<file path="config.mk">
export PLATFORM = sky130hd
export DESIGN_NAME = auth_seq_blk
export DESIGN_NICKNAME = d
export VERILOG_FILES = /design/src/rtl/auth_seq_blk.sv
export SDC_FILE = /design/constraint.sdc
export NUM_CORES = 1
export LEC_CHECK = 0
export CORE_UTILIZATION = 50
export CTS_BUF_LIST = sky130_fd_sc_hd__clkbuf_16
export DETAILED_ROUTE_END_ITERATION = 7
export PLACE_DENSITY = 0.76
export SETUP_SLACK_MARGIN = 0.15
export SYNTH_ARGS = -nofsm -noshare
export SYNTH_HDL_FRONTEND = slang
export SYNTH_SLANG_ARGS = --single-unit
</file>
<file path="constraint.sdc">
create_clock -name clk -period 2.1 [get_ports clk]
set_input_delay 0.315 -clock clk [delete_from_list [all_inputs] [get_ports clk]]
set_output_delay 0.315 -clock clk [all_outputs]
set_load 0.01 [all_outputs]
</file>
<file path="src/rtl/auth_seq_blk.sv">
// auth_seq_blk: multi-byte key unlock, go/stop tracking and debounced rider-off power-down
// Ports: clk, rst_n (sync, active-low); rx_data/rdy byte stream from UART_rcv;
//   rider_off from load cells; clr_rdy consumes every byte; pwr_up power enable;
//   locked lockout active; auth_fail one-cycle pulse per key mismatch.
// Optional: define AUTH_LOCKOUT_EN to build the fail counter, lock timer and LOCKED state.
module auth_seq_blk #(
  parameter int KEY_LEN = 2,
  parameter logic [KEY_LEN*8-1:0] KEY = 16'h4B67,
  parameter logic [7:0] GO_CODE = 8'h67,
  parameter logic [7:0] STOP_CODE = 8'h73,
  parameter int OFF_DLY = 1024,
  parameter int FAIL_LIMIT = 3,
  parameter int LOCK_CYCLES = 4096
) (
  input  logic       clk,
  input  logic       rst_n,
  input  logic [7:0] rx_data,
  input  logic       rdy,
  input  logic       rider_off,
  output logic       clr_rdy,
  output logic       pwr_up,
  output logic       locked,
  output logic       auth_fail
);
  localparam int KW = $clog2(KEY_LEN) + 1;
  localparam int OW = $clog2(OFF_DLY) + 1;
  localparam logic [KW-1:0] K_LAST = KW'(KEY_LEN - 1);
  localparam logic [OW-1:0] O_LAST = OW'(OFF_DLY - 1);
  typedef enum logic [2:0] {ST_IDLE, ST_KEY, ST_LOCKED, ST_PWR1, ST_PWR2} state_t;
  state_t state;
  logic [KW-1:0] k;
  logic [OW-1:0] off_cnt;
  logic [KEY_LEN*8-1:0] key_sh;
  logic [7:0] key_byte;
  // k stays 0 in IDLE, so one compare covers both key byte 0 and byte k
  assign key_sh = KEY << {k, 3'b000};
  assign key_byte = key_sh[KEY_LEN*8-1 -: 8];
  assign clr_rdy = rdy & rst_n;
  assign pwr_up = (state == ST_PWR1) || (state == ST_PWR2);
`ifdef AUTH_LOCKOUT_EN
  localparam int FW = $clog2(FAIL_LIMIT) + 1;
  localparam int LW = $clog2(LOCK_CYCLES) + 1;
  localparam logic [FW-1:0] F_LAST = FW'(FAIL_LIMIT - 1);
  localparam logic [LW-1:0] L_LAST = LW'(LOCK_CYCLES - 1);
  logic [FW-1:0] fail_cnt;
  logic [LW-1:0] lock_cnt;
  assign locked = (state == ST_LOCKED);
`else
  assign locked = 1'b0 & (FAIL_LIMIT > 0) & (LOCK_CYCLES > 0);
`endif
  always_ff @(posedge clk) begin
    if (!rst_n) begin
      state <= ST_IDLE;
      k <= '0;
      off_cnt <= '0;
      auth_fail <= 1'b0;
`ifdef AUTH_LOCKOUT_EN
      fail_cnt <= '0;
      lock_cnt <= '0;
`endif
    end else begin
      auth_fail <= 1'b0;
      case (state)
        ST_IDLE, ST_KEY: if (rdy) begin
          if (rx_data == key_byte) begin
            k <= (k == K_LAST) ? '0 : k + 1'b1;
            state <= (k == K_LAST) ? ST_PWR1 : ST_KEY;
`ifdef AUTH_LOCKOUT_EN
            if (k == K_LAST) fail_cnt <= '0;
`endif
          end else begin
            auth_fail <= 1'b1;
            k <= '0;
`ifdef AUTH_LOCKOUT_EN
            state <= (fail_cnt == F_LAST) ? ST_LOCKED : ST_IDLE;
            fail_cnt <= (fail_cnt == F_LAST) ? '0 : fail_cnt + 1'b1;
`else
            state <= ST_IDLE;
`endif
          end
        end
`ifdef AUTH_LOCKOUT_EN
        ST_LOCKED: begin
          lock_cnt <= (lock_cnt == L_LAST) ? '0 : lock_cnt + 1'b1;
          if (lock_cnt == L_LAST) state <= ST_IDLE;
        end
`endif
        ST_PWR1: if (rdy && rx_data == STOP_CODE) state <= rider_off ? ST_IDLE : ST_PWR2;
        ST_PWR2: begin
          // GO takes priority over a simultaneous off-timer expiry
          if (rdy && rx_data == GO_CODE) begin
            state <= ST_PWR1;
            off_cnt <= '0;
          end else if (!rider_off) off_cnt <= '0;
          else if (off_cnt == O_LAST) begin
            state <= ST_IDLE;
            off_cnt <= '0;
          end else off_cnt <= off_cnt + 1'b1;
        end
        default: state <= ST_IDLE;
      endcase
    end
  end
endmodule

</file>
* After elaboration in Yosys (flattened, before gate mapping) *
Cells that the tools add are included.

operators by class
  add/subtract/negate cells = 2
  multipliers = 0
  divide/modulo/power cells = 0
  $lt $le $gt $ge = 0
  eq/ne operators = 12
  shift-type cells = 1
  multiplexer cells = 15
  bitwise gates (word level) = 1
  reduce and logical (&&, ||, !) cells = 8

operators with widths
  kind                                                   count
  two-way mux 11 bit                                     3
  two-way mux 3 bit                                      6
  equality test 8 x 7 -> 1 bit, second input constant    2
  left shift 15 x 5 -> 16 bit, first input constant      1
  adder 11 x 1 -> 11 bit, second input constant          1
  equality test 11 x 10 -> 1 bit, second input constant  1
  one-hot mux 3 bit (3 select lines)                     1
  equality test 8 bit                                    1
  two-way mux 2 bit                                      4
  AND reduction 4 bit                                    1
  equality test 3 x 1 -> 1 bit, second input constant    1
  equality test 3 x 2 -> 1 bit, second input constant    1
  equality test 3 bit, second input constant             1
  logical NOT 3 bit                                      1
  inequality test 3 x 1 -> 1 bit, second input constant  1
  inequality test 3 x 2 -> 1 bit, second input constant  1
  AND reduction 3 bit                                    1
  adder 2 x 1 -> 2 bit, second input constant            1
  equality test 2 x 1 -> 1 bit, second input constant    1
  logical AND 1 bit                                      2
  inequality test 2 x 1 -> 1 bit, second input constant  1
  inequality test 2 bit, second input constant           1
  AND reduction 2 bit                                    1
  OR reduction 2 bit                                     1
  3 further kinds                                        3

word-level totals
  bits in registers = 17
  latch bits = 0
  RAM bits = 0
  bits in read-only memories = 0
  input bits = 12
  output and inout port bits = 4
  logic and storage cells = 43
  memories = 0

* Depth between registers and ports, before layout *
  word-level depth = 5
  mapped depth = 6
  depth with buffers taken out = 5

* Worst setup path after synthesis *
OpenSTA, ideal clock, no wires.

  path kind = flip-flop to flip-flop
  from = register k[1]
  to = register k[0]
  library setup time = 0.066 ns
  arrival time = 1.685 ns
  data required time = 2.034 ns
  setup slack = 0.349 ns
  cell stages (with the launch flop) = 5
  path buffers = 0
  period minus slack after synthesis = 1.751 ns
  cells stage by stage = dfxtp_1 -> or4b_4 -> a211o_1 -> a2111o_1 -> a21oi_2

between the ends
  cells in the longest elaborated chain, start to end = 3
  elaborated cells between the ends (all ways) = 5
  those cells by class = eq/ne (2); shift (1); mux (2)

RTL lines
  element                                                                      line    source
  start: declaration                                                           31      logic [KW-1:0] k;
  start signal: assignment                                                     66      k <= (k == K_LAST) ? '0 : k + 1'b1;
  left shift 15 x 5 -> 16 bit or equality test 2 x 1 -> 1 bit (tied branches)  36, 66
  equality test 8 bit or two-way mux 2 bit (tied branches)                     65, 66
  two-way mux 2 bit *                                                          65      if (rx_data == key_byte) begin

Every way passes the cells marked *; elsewhere a longest branch is shown, timed or not.
A chain may end at the register's enable or synchronous reset.

* Worst setup path in the final report *
  from = input port rdy
  to = output port clr_rdy

between the ends
  cells in the longest elaborated chain, start to end = 1

RTL lines
  element             line  source
  start: declaration  18    input logic rdy,
  AND 1 bit           38    assign clr_rdy = rdy & rst_n;
  end: declaration    20    output logic clr_rdy,

No other way between the ends.

==> impl_results.md <==
* Status: completed
* 1st-iter DRT viols at 52
* Setup violators final at 0
* Most frequent cells in the layout: dfxtp_1 (17), nand2_1 (14), nand4_1 (9), clkdlybuf4s50_1 (9)
* Vias per inst at 6.36
* Crit end category: primary output
* I/O pins at 16
* Cts bufs inserted at 3
* Inserted Diodes at 0
* Critical Path Source Type: input port
* Post-synth top area cell: dfxtp_1
* RSZ-0062 raised after global routing: no
* # fillers at 174
* Multi-input gate area at 719 sq um
* Register area at 340 sq um
* DRC viols at 0
* Max frequency at 0.526 GHz
* Commonest non-fill, non-tap cell in the layout: dfxtp_1
* Number of synthesized flops with an enable pin at 0
* Synthesized area at 1100 sq um
* Total power at 0.785 mW
* Horiz. Die Dim at 48.8 um
* Hold Vio Cnt, Final at 0
* Post-route ant nets at 0
* Layout net count at 169
* Vias in the first global route at 1057
* Initial core utilization at 0.547
* DIE AREA at approximately 2400 sq um
* Yosys warns at 0
* Critical path fanouts, max at 4
* Min-delay worst type: reg2reg
* Crit path arrival time at 1590 ps
* Num Clock Sinks at 17
* PD cells at about 550 nW/um^2
* Max rail drop VDD at between 0.0005 and 0.0006 V
* I/O Buffers at 14
* Yosys reg bits at 17
* Post-synth top area share at 0.311
* Post-Synth Simple-Gate Area at 0.358
* Hold Worst Slack at about 450 ps
* Fin Setup TNS at 0 ps
* Clock tree buffer depth at 2
* Syn avg cell area at 8.18 sq um
* Max-cap violations at 0
* CTS Hold Bufs at 0
* Fin area at 1420 sq um
* Yosys cell types at 46
* Clk_lat worst skew at 250 ps
* Post-synth net total at 147
* Gpl congestion at 0.824
* Row count at 16
* CP Data Required Time at about 1800 ps
* WL/cell at 16.3 um
* Synth Area in Compound Gates at 0.257
* Vias at 1158
* GRT Total Usage at 0.257
* Largest net degree at the start of global routing at 18
* Slew Limit Fails at 0
* CTS root buf: clkbuf_16
* DRT Pass-1 Iters at 4
* Final Cycle Share at 0.905
* Post-Route WL at 2.97 mm
* Worst setup slack after layout at around 200 ps
* Synth Area in XOR/XNOR at 0.0160
* Ys flop type: dfxtp_1
* Minimum clock period at approximately 1900 ps
* Async S/R FF share, synth at 0
* Layout cells sized above 1 at 0.135
* Cells after Synth at 134
* Die Ht at 48.8 um
* Adder-cell share of the synthesized area at 0.0114
* Post-synthesis sequential area ratio at 0.311
* Synth top area cells: dfxtp_1 (31%), nand4_1 (5.1%), nand2_1 (4.8%)
* CTS tree: built
* Syn-to-layout area delta at 29.7%
* Core Region at 2000 sq um
* Leakage at roughly 0.53 nW
* Largest family of logic cells by synthesized area: simple AND/OR/NAND/NOR gates
* Htree depth at 1
* Clock Skew at 1.14 ps
* CTS clk-pin slew, worst paths at roughly 50 ps
* Worst slack, placed at -130 ps
* Initial antenna violation count at 0
* DP HPWL at 1.96 mm
* Post-synthesis mux area share at 0
* Kind of critical path: in2out
* First-pass GRT wire length at 4.76 mm
* Dpl cell area at between 1000 and 1500 sq um
* Grt total ovfl at 0
-- synthesized netlist by cell type (all sizes together), types with 2 or more instances --
library cell	count
nand4	9
nor4	2
and2	3
clkbuf	3
nand2	14
or4	2
and3	3
dfxtp	17
and4	2
inv	5
nand3	8
a31oi	5
or4b	3
nor2b	5
nand3b	2
o21ai	6
nor2	4
buf	3
o31ai	3
a21oi	8
a32oi	2
a41oi	2
a211oi	3
nand4b	3
-- repair_timing --
action                                  in CTS  in global routing
setup buffers                                0                  0
pin swaps                                    2                  2
resized for setup                            2                  6
endpoints found under the setup margin       3                  2
-- final cells by class --
| cell class | instances | area share |
|---|---|---|
| clock inverter | 1 | 0.00352 |
| tap | 27 | 0.0238 |
| clock buffer | 3 | 0.0528 |
| timing repair buffer | 23 | 0.161 |
| inverter | 5 | 0.0132 |
| multi-input combinational | 106 | 0.506 |
| sequential | 17 | 0.239 |
-- worst paths after layout --
kind	slack, ps	cells past startpoint	endpoint	startpoint
setup reg to reg	320	4	k[0]	k[0]
hold reg to reg	450	2	off_cnt[10]	off_cnt[10]
hold / removal	450	2	off_cnt[10]	off_cnt[10]
setup / recovery	200	4	clr_rdy	rdy
-- per-stage QoR --
step	util	cells
floorplan	-	134
global placement	0.660	178
detailed placement	0.660	178
CTS	0.701	182
global route	0.710	182
finish	0.710	182
-- critical path, stage by stage --
cell             delay [ps]
clkdlybuf4s50_1         470
buf_4                   130
and2_1                  130
clkdlybuf4s50_1         530
-- cells by family after synthesis --
group | count (synthesis)
AND/OR/NAND/NOR | 64
AO/OA/AOI/OAI | 38
flip-flops | 17
buffers and inverters | 11
XOR/XNOR | 2
adder cells (fa/ha/maj) | 1
other | 1
-- registers in the layout (all words and copies together) (netlist names) --
name	flops
off_cnt	11
state	3
k	2
auth_fail	1
-- metal layers --
| metal | global-route usage | part of all wire | up-vias |
|---|---|---|---|
| li1 | - | - | 564 |
| met1 | 0.347 | 0.46 | 547 |
| met2 | 0.431 | 0.47 | 45 |
| met3 | 0.0374 | 0.065 | 2 |
| met4 | 0.0588 | 0.0037 | 0 |
| met5 | 0 | 0 | - |
-- report_power, final --
part / switching (mW) / internal (mW)
clock: 0.135 / 0.255
combinational: 0.0339 / 0.0366
sequential: 0.000484 / 0.324
No activity file was read; power rests on OpenSTA's default activity.
